[src/rtl/hps_peak_detector.sv]
`default_nettype none
// hps_peak_detector: scans one frame of NUM_BINS harmonic products and reports
// the largest eligible bin (index >= MIN_BIN) one cycle after the frame's last bin.
module hps_peak_detector #(
  parameter int NUM_BINS   = 512,
  parameter int BIN_WIDTH  = 9,
  parameter int DATA_WIDTH = 96,
  parameter int MIN_BIN    = 2
) (
  input  logic                  clock,
  input  logic                  reset,
  input  logic [DATA_WIDTH-1:0] product_in,
  input  logic                  product_valid,
  input  logic                  frame_start,
  output logic [BIN_WIDTH-1:0]  peak_bin,
  output logic [DATA_WIDTH-1:0] peak_value,
  output logic                  peak_valid,
  output logic                  busy,
  output logic                  frame_error
);

  localparam int CW = BIN_WIDTH + 1;
  localparam logic [CW-1:0] LAST_BIN  = CW'(NUM_BINS - 1);
  localparam logic [CW-1:0] MIN_BIN_C = CW'(MIN_BIN);
  localparam logic [CW-1:0] CNT_ONE   = CW'(1);

  localparam logic [1:0] S_IDLE   = 2'd0;
  localparam logic [1:0] S_SCAN   = 2'd1;
  localparam logic [1:0] S_REPORT = 2'd2;

  logic [1:0]            state_q, state_d;
  logic [CW-1:0]         cnt_q, cnt_d;
  logic [DATA_WIDTH-1:0] run_max_q, run_max_d;
  logic [BIN_WIDTH-1:0]  run_idx_q, run_idx_d;
  logic [BIN_WIDTH-1:0]  peak_bin_q, peak_bin_d;
  logic [DATA_WIDTH-1:0] peak_value_q, peak_value_d;
  logic                  frame_error_q, frame_error_d;

  logic                  start;
  logic                  accept;
  logic                  last;
  logic                  upd;
  logic [BIN_WIDTH-1:0]  idx;

  assign start  = product_valid & frame_start;
  assign accept = (state_q == S_SCAN) & product_valid & ~frame_start;
  assign last   = accept & (cnt_q == LAST_BIN);
  assign idx    = cnt_q[BIN_WIDTH-1:0];
  // Strictly-greater compare keeps the lowest index on ties.
  assign upd    = (cnt_q >= MIN_BIN_C) & (product_in > run_max_q);

  always_ff @(posedge clock) begin
    if (reset) begin
      state_q <= S_IDLE;
    end else begin
      state_q <= state_d;
    end
  end

  always_comb begin
    state_d = state_q;
    case (state_q)
      S_IDLE:   if (start) state_d = S_SCAN;
      S_SCAN:   if (!start && last) state_d = S_REPORT;
      S_REPORT: state_d = start ? S_SCAN : S_IDLE;
      default:  state_d = S_IDLE;
    endcase
  end

  always_comb begin
    peak_valid = (state_q == S_REPORT);
    busy       = (state_q == S_SCAN);
  end

  always_comb begin
    cnt_d         = cnt_q;
    run_max_d     = run_max_q;
    run_idx_d     = run_idx_q;
    peak_bin_d    = peak_bin_q;
    peak_value_d  = peak_value_q;
    frame_error_d = 1'b0;
    if (start) begin
      // frame_start mid-scan aborts the partial frame and restarts at bin 0.
      cnt_d         = CNT_ONE;
      run_max_d     = '0;
      run_idx_d     = '0;
      frame_error_d = (state_q == S_SCAN);
    end else if (accept) begin
      cnt_d = cnt_q + CNT_ONE;
      if (upd) begin
        run_max_d = product_in;
        run_idx_d = idx;
      end
      // Result registers load on the last-bin edge so they are valid during REPORT.
      if (last) begin
        peak_value_d = upd ? product_in : run_max_q;
        peak_bin_d   = upd ? idx : run_idx_q;
      end
    end
  end

  always_ff @(posedge clock) begin
    if (reset) begin
      cnt_q         <= '0;
      run_max_q     <= '0;
      run_idx_q     <= '0;
      peak_bin_q    <= '0;
      peak_value_q  <= '0;
      frame_error_q <= 1'b0;
    end else begin
      cnt_q         <= cnt_d;
      run_max_q     <= run_max_d;
      run_idx_q     <= run_idx_d;
      peak_bin_q    <= peak_bin_d;
      peak_value_q  <= peak_value_d;
      frame_error_q <= frame_error_d;
    end
  end

  assign peak_bin    = peak_bin_q;
  assign peak_value  = peak_value_q;
  assign frame_error = frame_error_q;

endmodule
`default_nettype wire

[config.mk]
export PLATFORM = sky130hd
export DESIGN_NAME = hps_peak_detector
export DESIGN_NICKNAME = d
export VERILOG_FILES = /design/src/rtl/hps_peak_detector.sv
export SDC_FILE = /design/constraint.sdc
export NUM_CORES = 1
export LEC_CHECK = 0
export ABC_AREA = 0
export CAP_MARGIN = 15
export CORE_AREA = 8 8 174 176
export CTS_BUF_LIST = sky130_fd_sc_hd__clkbuf_8
export CTS_CLUSTER_DIAMETER = 30
export DETAILED_ROUTE_END_ITERATION = 7
export DIE_AREA = 0 0 182 184
export PLACE_DENSITY = 0.78
export SETUP_SLACK_MARGIN = 0.4
export SYNTH_ARGS = -nofsm -noshare
export SYNTH_HDL_FRONTEND = slang
export SYNTH_SLANG_ARGS = --single-unit
[constraint.sdc]
create_clock -name clock -period 3 [get_ports clock]
set_input_delay 0.6 -clock clock [delete_from_list [all_inputs] [get_ports clock]]
set_output_delay 0.6 -clock clock [all_outputs]
set_load 0.1 [all_outputs]
Yosys cells after proc, flatten, opt, wreduce, memory -nomap -nowiden. Index checks and enable logic that the tools add are counted.

Bits in registers: 223. Output and inout bits: 108. Input port bits: 100. Word-level logic and storage cells: 39.

Reductions and logical operators: 8. Bitwise gates (word level): 7. Equality and inequality tests: 5. Multiplexer cells: 8. Order comparisons: 2. Add/sub/neg operators: 1.

Operator list (count): $gt A96 B96 Y1 (1); $mux W96 (1); $add A10 B1 Y10 const B (1); $eq A10 B9 Y1 const B (1); $ge A10 B2 Y1 const B (1); $mux W9 (1); $pmux W2 S3 (1); $and A1 B1 Y1 (5); $mux W2 (2); $reduce_or A2 Y1 (2); $mux W1 (3); $reduce_and A3 Y1 (1); $eq A2 B1 Y1 const B (1); $eq A2 B2 Y1 const B (1); $logic_not A2 Y1 (1); $ne A2 B1 Y1 const B (1); $ne A2 B2 Y1 const B (1); $not A1 Y1 (2); $reduce_and A2 Y1 (1); $reduce_bool A2 Y1 (1); $logic_and A1 B1 Y1 (1); $logic_not A1 Y1 (1).

Logic depth before layout (Yosys ltp).
Depth in word-level cells: 7. Depth in mapped cells: 14. Depth with buffers taken out: 10.

Least setup slack after synthesis. Ideal clock, no wire load.

Kind: input-to-reg. Start: input port product_in[55]. End: register run_max_q[25]. Path buffers: 4. Data arrival time: 2.985 ns. Slack: -0.057 ns. Stages: 12. Library setup time: 0.072 ns. Cell sequence: ha_1 -> nand4_1 -> or4_4 -> a31o_1 -> a31o_1 -> and3_1 -> clkbuf_1 -> buf_6 -> nor2_8 -> buf_8 -> buf_8 -> mux2i_1.

Cells in the longest elaborated chain, start to end: 3.

RTL lines: from (decl) (RTL line 12) `input logic [DATA_WIDTH-1:0] product_in,`; $gt A96 B96 Y1 (RTL line 50) `assign upd = (cnt_q >= MIN_BIN_C) & (product_in > run_max_q);`; $and A1 B1 Y1 (RTL line 50); $mux W96; to (signal assigned) (RTL line 112) `run_max_q <= run_max_d;`; to (decl) (RTL line 33) `logic [DATA_WIDTH-1:0] run_max_q, run_max_d;`.

No other way between the ends. A chain may end at the register's enable or synchronous reset.

Final worst setup path.
Start: register run_max_q[47]. End: register peak_value_q[35], in the netlist peak_value[35].

Cells in the longest elaborated chain, start to end: 3.

RTL lines: $gt A96 B96 Y1 (RTL line 50); $and A1 B1 Y1 (RTL line 50); $mux W96; to (signal assigned) (RTL line 115) `peak_value_q <= peak_value_d;`; to (decl) (RTL line 36) `logic [DATA_WIDTH-1:0] peak_value_q, peak_value_d;`.

No other way between the ends.

==> impl_results.md <==
* Logic pwr share at 13.3%
* Commonest cells after routing, fill and taps aside: buf_4, nand2_1, dfxtp_1, nor2_1, mux2i_1
* Seq cells post-synth at about 220
* DRC at 0
* Critical Path AT at around 3700 ps
* PD cells at around 420 nW/um^2
* Cell Chain, Critical Path: inv_1 -> ha_1 -> nand4_1 -> buf_4 -> nor3_2 -> buf_4 -> nor4b_4 -> buf_4 -> a22oi_2 -> buf_4 -> nand3_4 -> buf_6 -> clkbuf_16 -> a41oi_1 -> a211oi_1
* P_int at 5.99 mW
* Non-Filler Instances at around 2.3k
* DP HPWL at roughly 26000 um
* Fill cell count at about 1.8k
* Max incr delay on CP at 380 ps
* Asr flop ratio synth at 0%
* Power share of the clock group at between 50% and 60%
* WL/cell at between 20 and 25 um
* Post-synth EDFFs at 0
* Most common cell after layout, fill and taps aside: buf_4
* GRT Total Usage at about a quarter
* Largest net degree at the start of global routing at 91
* Reg clk slew, reported paths at approximately 70 ps
* Highest-delay cell along the critical path: dfxtp_1
* Initial antenna violation count at 4
* Share of power burned in registers at a little over a third
* Routed WL at ~53000 um
* Root Driver: clkbuf_8
* Max VDD drop at ~0.33 mV
* Total Power at between 8 and 9 mW
* Setup slack after layout at -212 ps
* Synth Instances at approximately 1.5k
* Layout cells sized above 1 at 37.0%
* Syn-to-layout area delta at 60.8%
* WP data required at between 3000 and 4000 ps
* Hold WC Path Type: in2reg
* Critical path peak fanout at 7
* CTS tree: yes
* Worst Max-Slew Pin Slew at 933 ps
* Gr ovfl total at 0
* Die Height at between 150 and 200 um
* Crit. End Element: flip-flop
* Switching share of power at 27.8%
* Status: finished with violations
* Peak Freq at 311 MHz
* Seq/Total Area, Yosys at 36.5%
* Sink Count at between 200 and 250
* Nets@finish at roughly 2.1k
* Placed Cells at between 2k and 2.5k
* Cell Area, Synth at 12200 sq um
* Pins Over Slew Limit at 0
* Number of setup violations in the final report at between 150 and 200
* Cell family with most CP delay: buffers and inverters
* Post-DRT Antenna Nets at 0
* Vias at ~14k
* Pleak at approximately 7.3 nW
* Relative slew margins at between 30% and 40%
* YS warnings at 0
* Bufs and invs on worst path at 7
* TritonCTS buffer count at between 50 and 60
* I/O pin count at ~210
* Switching power at approximately 2.3 mW
* Global-route wire length before repair at 72400 um
* Max cap viols at 0
* CTS Hold Bufs at 0
* Type of origin of the critical path: flip-flop
* Vias/cell at about 6.2
* 1st-iter DRT viols at roughly 1.5k
* CTS max path bufs at 3
* Worst path most repeated cell: buf_4
* Net Count, Synth at roughly 1.7k
* # port buffers at 207
* Hold Fails Final Rpt at 0
* Worst Setup Path Type: reg2reg
* # rows at between 60 and 70
* Die area at 33500 sq um
* Tmin final at between 3000 and 4000 ps
* Failing checks: setup timing
* Clock Latency Late Sink at about 600 ps
* Core Area at 27500 sq um
* H-tree levels at 2
* Netlist cell types at 44
* Vias in the first global route at between 10k and 15k
* Mean Syn Cell Area at a little over 8 sq um
* DRT Pass-1 Iters at 7
* Die Width at about 180 um
* Clock skew at between 40 and 50 ps
* Gpl congestion at slightly below 0.9
* Initial Utilization at around 45%
* RSZ-0062 raised after global routing: yes
* Most used flip-flop cell after synthesis: dfxtp_1
* Period utilisation layout at 107%
-- path summary, 6_finish.rpt --
| check | slack (ps) | cells past startpoint | from | endpoint |
|---|---|---|---|---|
| max | -210 | 15 | run_max_q[47] | peak_value[35] |
| min reg2reg | 460 | 2 | run_idx_q[4] | run_idx_q[4] |
| min | 430 | 3 | product_in[4] | run_max_q[4] |
| max reg2reg | -210 | 15 | run_max_q[47] | peak_value[35] |
-- cells in the mapped netlist (2+ instances only) --
| cell type | count | share of area [%] |
|---|---|---|
| nand4_1 | 24 | 1.2 |
| o31a_1 | 2 | 0.14 |
| a221oi_1 | 5 | 0.36 |
| o21ai_0 | 115 | 4.7 |
| inv_1 | 101 | 3.1 |
| a211oi_1 | 108 | 6.6 |
| ha_1 | 98 | 10 |
| nand3_1 | 14 | 0.57 |
| a21o_1 | 6 | 0.37 |
| dfxtp_1 | 223 | 36 |
| clkbuf_1 | 107 | 3.3 |
| nor2_1 | 129 | 4.0 |
| o21a_1 | 2 | 0.12 |
| nand2b_1 | 4 | 0.20 |
| a31o_1 | 2 | 0.14 |
| nand2_1 | 239 | 7.3 |
| mux2i_1 | 103 | 8.4 |
| a41oi_1 | 95 | 6.8 |
| buf_4 | 3 | 0.18 |
| or3_1 | 7 | 0.36 |
| o21ai_1 | 2 | 0.082 |
| xor2_1 | 5 | 0.36 |
| buf_8 | 8 | 0.98 |
| buf_2 | 5 | 0.20 |
| nor4_1 | 4 | 0.20 |
| or4_1 | 2 | 0.12 |
| a21oi_1 | 46 | 1.9 |
| and3_1 | 2 | 0.10 |
| nor3_1 | 7 | 0.29 |
| nor2b_1 | 2 | 0.10 |
| o211ai_1 | 3 | 0.18 |
-- power by group through the flow --
stage / clock network, mW / registers [mW] / logic (mW)
2_1_floorplan: 0 / 3.03 / 0.324
3_3_place_gp: 0 / 3.03 / 0.723
3_5_place_dp: 0 / 3.03 / 0.741
4_1_cts: 4.21 / 2.97 / 0.882
5_1_grt: 4.41 / 2.97 / 1.14
6_report: 4.22 / 2.97 / 1.10
-- sequential cells by signal, summed over array words and instances, names as in the netlist --
register / count
state_q: 2
run_max_q: 96
frame_error: 1
run_idx_q: 9
peak_value: 96
peak_bin: 9
cnt_q: 10
-- per-layer routing --
metal / GRT usage, % / vias up / wire (um)
met2: 44.9 / 1032 / 24800
met4: 12.7 / 2 / 2810
met3: 6.72 / 254 / 5970
li1: - / 6120 / -
met1: 31.6 / 6626 / 19500
met5: 0 / - / 11
-- cell families after synthesis --
group | Yosys count | share of synthesized area (%)
xor gates and xnor gates | 5 | 0.358
adders and majority gates | 98 | 10.0
buffers and inverters | 225 | 7.84
DFF | 223 | 36.5
muxes | 103 | 8.42
and+or+nand+nor | 442 | 15.2
AOI/OAI and AO/OA | 390 | 21.7
-- stage by stage --
step	util (%)	hold slack (ps)	setup TNS [ps]	setup slack, ps	instance area [sq um]
floorplan	-	431	0	68.3	12400
global placement	55.3	443	-133840	-719	15200
detailed placement	55.3	459	-152100	-822	15200
CTS	66.1	420	0	75.4	18200
global route	71.6	391	-25630	-281	19700
finish	71.6	428	-11860	-212	19700
-- tightest hold or removal path: stages --
cell and delay (ps):
dlymetal6s2s_1 200, nand2_1 90, mux2i_1 60
-- cell type report --
type,instances,area [sq um],share of cell area [%]
multi-input cells,1038,8440,42.9
repair buffers,436,4620,23.5
flip-flops and latches,223,4510,22.9
clock buffers,65,895,4.55
well taps,346,433,2.20
clock inverters,40,395,2.01
inverters,101,379,1.93
diodes,3,7.51,0.0381
-- repair_timing --
action                     in CTS  in global routing
buffers inserted               60                 13
cloned                         19                 19
setup endpoints to repair     210                210
pin swaps                     105                153
gates resized for setup       241                244
Note: power is estimated with default switching activity, not from simulation.
